$ cat src/rtl/calc_pkg.sv
// Shared encodings for the calculator display receiver: stream status codes,
// receiver FSM states and the active-low segment patterns used for "Erro".
package calc_pkg;

  localparam logic [1:0] ST_ERR   = 2'b00;
  localparam logic [1:0] ST_BUSY  = 2'b01;
  localparam logic [1:0] ST_READY = 2'b10;

  typedef enum logic [1:0] {
    S_IDLE    = 2'd0,
    S_CAPTURE = 2'd1,
    S_COMMIT  = 2'd2,
    S_ERROR   = 2'd3
  } state_t;

  // Segment bit 0 = a ... bit 6 = g, active-low.
  localparam logic [6:0] SEG_BLANK = 7'h7F;
  localparam logic [6:0] SEG_E     = 7'h06;
  localparam logic [6:0] SEG_r     = 7'h2F;
  localparam logic [6:0] SEG_o     = 7'h23;

  function automatic logic [6:0] err_pattern(input int idx);
    case (idx)
      3:       return SEG_E;
      2, 1:    return SEG_r;
      0:       return SEG_o;
      default: return SEG_BLANK;
    endcase
  endfunction

endpackage

$ cat src/rtl/calc_display_if.sv
// Digit stream from the calculator core: status plus one (pos, data) pair per clock.
interface calc_display_if;
  logic [1:0] status;
  logic [3:0] data;
  logic [3:0] pos;

  modport master (output status, data, pos);
  modport slave  (input  status, data, pos);
endinterface

$ cat src/rtl/calc_display_seg7_decoder.sv
// BCD digit to active-low seven-segment pattern; non-decimal codes render blank.
module seg7_decoder
  import calc_pkg::*;
(
  input  logic [3:0] bcd,
  output logic [6:0] seg
);

  always_comb begin
    seg = SEG_BLANK;
    case (bcd)
      4'd0: seg = 7'h40;
      4'd1: seg = 7'h79;
      4'd2: seg = 7'h24;
      4'd3: seg = 7'h30;
      4'd4: seg = 7'h19;
      4'd5: seg = 7'h12;
      4'd6: seg = 7'h02;
      4'd7: seg = 7'h78;
      4'd8: seg = 7'h00;
      4'd9: seg = 7'h10;
      default: seg = SEG_BLANK;
    endcase
  end

endmodule

$ cat src/rtl/calc_display.sv
// Captures the calculator digit stream into a shadow frame, commits complete frames
// to the display buffer and scans them onto a multiplexed seven-segment display.
module calc_display
  import calc_pkg::*;
#(
  parameter int SCAN_DIV = 50000,
  parameter int BLANK_LZ = 1,
  parameter int NDIG     = 8
) (
  input  logic             clock,
  input  logic             reset,
  calc_display_if.slave    stream,
  output logic [6:0]       seg,
  output logic [NDIG-1:0]  an,
  output logic             frame_valid,
  output logic             err
);

  localparam int CW = $clog2(SCAN_DIV);
  localparam int IW = $clog2(NDIG);

  state_t          state_reg, state_next;
  logic [3:0]      shadow_reg [NDIG];
  logic [3:0]      disp_reg   [NDIG];
  logic [NDIG-1:0] mask_reg, mask_next;
  logic            capture_en, commit_en, pos_ok;
  logic            frame_valid_reg, err_reg;

  logic [CW-1:0]   cnt_reg;
  logic [IW-1:0]   idx_reg, idx_next;
  logic            wrap;
  logic [6:0]      seg_reg, seg_next, dec_seg;
  logic [NDIG-1:0] an_reg, an_next;
  logic [NDIG-1:0] lz_blank;
  logic [NDIG-1:1] digit_zero;

  assign pos_ok = ({28'd0, stream.pos} < 32'(NDIG));

  always_comb begin
    state_next = state_reg;
    mask_next  = mask_reg;
    capture_en = 1'b0;
    commit_en  = 1'b0;
    if (stream.status == ST_ERR) begin
      state_next = S_ERROR;
    end else begin
      case (state_reg)
        S_IDLE: begin
          if (stream.status == ST_BUSY) begin
            state_next = S_CAPTURE;
            capture_en = pos_ok;
          end
        end
        S_CAPTURE: begin
          if (stream.status == ST_BUSY) begin
            capture_en = pos_ok;
          end else if (stream.status == ST_READY) begin
            if (&mask_reg) begin
              state_next = S_COMMIT;
            end else begin
              state_next = S_IDLE;
              mask_next  = '0;
            end
          end
        end
        S_COMMIT: begin
          commit_en  = 1'b1;
          mask_next  = '0;
          state_next = S_IDLE;
        end
        S_ERROR: state_next = S_ERROR;
        default: state_next = S_IDLE;
      endcase
    end
    if (capture_en) begin
      mask_next = mask_reg | (NDIG'(1) << stream.pos);
    end
  end

  always_ff @(posedge clock or negedge reset) begin
    if (!reset) begin
      state_reg       <= S_IDLE;
      mask_reg        <= '0;
      frame_valid_reg <= 1'b0;
      err_reg         <= 1'b0;
      for (int i = 0; i < NDIG; i++) begin
        shadow_reg[i] <= 4'd0;
        disp_reg[i]   <= 4'd0;
      end
    end else begin
      state_reg <= state_next;
      mask_reg  <= mask_next;
      if (capture_en) begin
        shadow_reg[stream.pos[IW-1:0]] <= stream.data;
      end
      if (commit_en) begin
        disp_reg        <= shadow_reg;
        frame_valid_reg <= 1'b1;
      end
      if (state_next == S_ERROR) begin
        err_reg <= 1'b1;
      end
    end
  end

  // Digit i>0 is a leading zero when it and every higher digit are zero.
  assign lz_blank[0] = 1'b0;
  for (genvar gi = 1; gi < NDIG; gi++) begin : g_lz
    assign digit_zero[gi] = (disp_reg[gi] == 4'd0);
    assign lz_blank[gi]   = (BLANK_LZ != 0) && (&digit_zero[NDIG-1:gi]);
  end

  assign wrap     = (cnt_reg == CW'(SCAN_DIV - 1));
  assign idx_next = (idx_reg == IW'(NDIG - 1)) ? '0 : idx_reg + IW'(1);

  seg7_decoder u_dec (
    .bcd (disp_reg[idx_next]),
    .seg (dec_seg)
  );

  // Anode and segments are loaded together at the slot boundary for the upcoming digit.
  always_comb begin
    an_next  = ~(NDIG'(1) << idx_next);
    seg_next = SEG_BLANK;
    if (err_reg) begin
      seg_next = err_pattern(int'(idx_next));
    end else if (!frame_valid_reg) begin
      an_next = '1;
    end else if (!lz_blank[idx_next]) begin
      seg_next = dec_seg;
    end
  end

  always_ff @(posedge clock or negedge reset) begin
    if (!reset) begin
      cnt_reg <= '0;
      idx_reg <= '0;
      seg_reg <= SEG_BLANK;
      an_reg  <= '1;
    end else if (wrap) begin
      cnt_reg <= '0;
      idx_reg <= idx_next;
      seg_reg <= seg_next;
      an_reg  <= an_next;
    end else begin
      cnt_reg <= cnt_reg + CW'(1);
    end
  end

  assign seg         = seg_reg;
  assign an          = an_reg;
  assign frame_valid = frame_valid_reg;
  assign err         = err_reg;

endmodule

$ cat src/flat_wrapper.sv
// flat-port wrapper written by rule: the top's interface ports become plain ports
module calc_display_flat import calc_pkg::*;
#(
  parameter int SCAN_DIV = 50000,
  parameter int BLANK_LZ = 1,
  parameter int NDIG     = 8
)
  (clock, reset, seg, an, frame_valid, err, stream_status, stream_data, stream_pos);
  calc_display_if stream_i ();
  input  logic clock;
  input  logic reset;
  output logic [6:0] seg;
  output logic [NDIG-1:0] an;
  output logic frame_valid;
  output logic err;
  input wire logic [$bits(stream_i.status)-1:0] stream_status;
  input wire logic [$bits(stream_i.data)-1:0] stream_data;
  input wire logic [$bits(stream_i.pos)-1:0] stream_pos;
  assign stream_i.status = stream_status;
  assign stream_i.data = stream_data;
  assign stream_i.pos = stream_pos;
  calc_display #(.SCAN_DIV(SCAN_DIV), .BLANK_LZ(BLANK_LZ), .NDIG(NDIG)) u_core (.clock(clock), .reset(reset), .stream(stream_i), .seg(seg), .an(an), .frame_valid(frame_valid), .err(err));
endmodule
$ cat config.mk
export PLATFORM = sky130hd
export DESIGN_NAME = calc_display_flat
export DESIGN_NICKNAME = d
export VERILOG_FILES = /design/src/rtl/calc_pkg.sv /design/src/rtl/calc_display_if.sv /design/src/rtl/calc_display_seg7_decoder.sv /design/src/rtl/calc_display.sv /design/src/flat_wrapper.sv
export SDC_FILE = /design/constraint.sdc
export NUM_CORES = 1
export LEC_CHECK = 0
export ABC_AREA = 0
export BUFFER_PORTS_ARGS = -buffer_cell sky130_fd_sc_hd__buf_4
export CAP_MARGIN = 20
export CORE_ASPECT_RATIO = 0.7
export CORE_MARGIN = 2
export CORE_UTILIZATION = 30
export DETAILED_ROUTE_END_ITERATION = 10
export PLACE_DENSITY = 0.48
export SLEW_MARGIN = 15
export SYNTH_ARGS = -nofsm -noshare
export SYNTH_HDL_FRONTEND = slang
export SYNTH_HIERARCHICAL = 1
export SYNTH_SLANG_ARGS = --single-unit
$ cat constraint.sdc
create_clock -name clock -period 3.62 [get_ports clock]
set_input_delay 0.543 -clock clock [delete_from_list [all_inputs] [get_ports clock]]
set_output_delay 0.543 -clock clock [all_outputs]
set_load 0.01 [all_outputs]
==> out/qor.csv <==
metric,value,unit
avgSynthCellArea,12.1,sq um
maxSlewViolCount,0,
relSlewSlack,55.0,%
drt_first_pass_iters,5,
cts-resized-gates,0,
cp.required,3900,ps
clk_pin_slew,80,ps
end_kind,flop,
cts_setup_buffers,0,
first_global_vias,3247,
port_buffers,28,
final_common_cell,dfrtp_1,
arrival,3230,ps
grt_overflow_total,0,
cp_slowest_cell,a21oi_1,
grt_use_met3,2.91,%
clk_latency,360,ps
track_usage,12.9,%
netlist_area,5140,sq um
reg2reg_depth,12,
rsz0062_at_grt,no,
cts_root_buffer,clkbuf_16,
via_per_inst,4.85,
worstSetupStartpoint,u_core/idx_reg[1]$_DFFE_PN0N_,
pwr-share-seq,46.5,%
synthArstFlopShare,100,%
cts_hold_buffers,0,
critical_path_buf_inv_count,2,
comb_power_share,25.3,%
place_congestion,0.769,
criticalPathCategory,flop to flop,
drive_gt1_share,19.0,%
cts_tree,built,
worstMarginPinSlew,676,ps
grt_use_met2,18.0,%
wire_per_inst,16.3,microns
fin_skew,13.0,ps
grt_most_used_layer,met1,
fin_crit,2960,ps
status,finished clean,
core_area,16500,sq um
die_y,114,microns
finalSetupViolCount,0,
clk_path_buf_depth,2,
hold_violations,0,
critPathTopFamily,compound AO/OA/AOI/OAI gates,
cts_made_buffers,9,
powerDensity,618,nW/um^2
vias,3308,
rr_startpoint,u_core/idx_reg[1]$_DFFE_PN0N_,
dieArea,18200,sq um
drtAntennaViolNets,0,
path_cells,ha_1 > ha_1 > buf_4 > a21o_1 > a211oi_1 > a21oi_1 > inv_1 > ha_1 > or2_1 > a21oi_1 > nor2_1 > o221a_1,
cts.sinks,110,
grt_util_met1,19.8,%
holdCritPathClass,input port to asynchronous set/reset pin,
synthDistinctLibCells,55,
grt_pass1_wl,18200,microns
die_w,160,microns
drt_iter0_markers,210,
power_frac_clock,28.2,%
nets,472,
netSwitchingPower,1.20,mW
place_hpwl,8100,microns
ios,29,
r2r_slack,660,ps
routed_wl,11100,microns
crit_top_cell,ha_1,
final_cell_mix,"95 x dfrtp_1, 67 x mux2_1, 39 x nor2_1",
synth-main-ff-cell,dfrtp_1,
fin_crit_sh,81.7,%
swShare,32.7,%
syn_inst,423,
area_growth,15.5,%
syn_nets,443,
rows,39,
r2r-end,u_core/seg[3]$_DFFE_PN1N_,
max_stage_delay,440,ps
cp_max_fo,13,
synth.yosys.seq_area_share,53.9,%
diodes,0,
drv_cap,0,
p_int,2.47,mW
initial_core_util,31.1,%
leakage,2.77,nW
htreeDepth,3,
max_freq,338,MHz
yosys_warnings,6,
ys_ff_latch,110,
tns,0,ps
ir_drop,0.246,mV
hold_slack,200,ps
startpoint_type,flop,
antenna_found_initial,0,
synth_edf_count,0,
drc,0,
grt_max_degree,53,
[synthesized netlist by cell type (3+ instances only)]
cell / instances / area (sq um)
dfrtp_1: 95 / 2380
and3_1: 3 / 18.8
xnor2_1: 5 / 43.8
dfstp_2: 15 / 394
a31oi_1: 6 / 37.5
a21oi_1: 24 / 120
clkbuf_1: 8 / 30.0
o21a_1: 3 / 22.5
a41oi_1: 4 / 35.0
or4_1: 4 / 30.0
nand2_1: 14 / 52.6
a21o_1: 6 / 45.0
nor2_1: 39 / 146
xor2_1: 10 / 87.6
mux2_2: 6 / 67.6
ha_1: 8 / 100
buf_2: 6 / 30.0
inv_1: 9 / 33.8
o221a_1: 4 / 45.0
nand2b_1: 4 / 25.0
nor3b_1: 7 / 52.6
o211ai_1: 3 / 22.5
a21bo_1: 4 / 40.0
mux2_1: 67 / 754
nor3_1: 4 / 20.0
o21ai_0: 9 / 45.0
nand4_1: 5 / 31.3
nand3_1: 12 / 60.1
[cells by family (layout without fill, tap and decap cells)]
kind of cell,after synthesis,after routing,synth area share [%]
adders and majority gates,8,8,1.95
AOI/OAI and AO/OA,75,75,10.7
xor gates and xnor gates,15,15,2.56
DFF,110,110,53.9
muxes,73,73,16.0
and+or+nand+nor,114,114,12.6
buffers and inverters,28,62,2.34
[metal layers]
layer,vias up,share of wire (%)
met5,-,0
met4,0,0.98
met3,8,3.2
met2,46,42
met1,1657,54
li1,1597,-
[stage by stage]
| step | util [%] | total power [mW] | instances | cell area, sq um | worst slack, ps |
|---|---|---|---|---|---|
| after CTS | 35.9 | 3.71 | 682 | 5940 | 639 |
| after global placement | 34.0 | 2.64 | 666 | 5620 | 763 |
| after global routing | 35.9 | 3.89 | 682 | 5940 | 352 |
| after floorplan | - | 2.36 | 423 | 5140 | 848 |
| after detailed placement | 34.0 | 2.66 | 666 | 5620 | 650 |
| final | 35.9 | 3.67 | 682 | 5940 | 663 |
[how the worst max path moves through the flow]
| stage | end | cells after the start |
|---|---|---|
| 6_report | u_core/seg[3]$_DFFE_PN1N_ | 12 |
| 5_1_grt | u_core/seg[3]$_DFFE_PN1N_ | 12 |
| 4_1_cts | u_core/seg[3]$_DFFE_PN1N_ | 12 |
| 3_5_place_dp | u_core/seg[3]$_DFFE_PN1N_ | 12 |
| 3_3_place_gp | u_core/seg[4]$_DFFE_PN1N_ | 13 |
| 2_1_floorplan | u_core/seg[3]$_DFFE_PN1N_ | 13 |
[layout make-up]
cell class	count	area [sq um]
clock buffer	9	225
clock inverter	7	88.8
fill	1627	10600
sequential	110	2770
timing repair buffer	35	275
multi-input combinational	285	2250
inverter	11	41.3
tap	225	282
[power groups by stage]
stage	logic (mW)	registers (mW)	clock network (mW)
2_1_floorplan	0.752	1.61	0
3_3_place_gp	0.923	1.72	0
3_5_place_dp	0.934	1.72	0
4_1_cts	0.939	1.70	1.07
5_1_grt	1.04	1.74	1.12
6_report	0.929	1.70	1.03
Power figures use the tool's default switching activity.
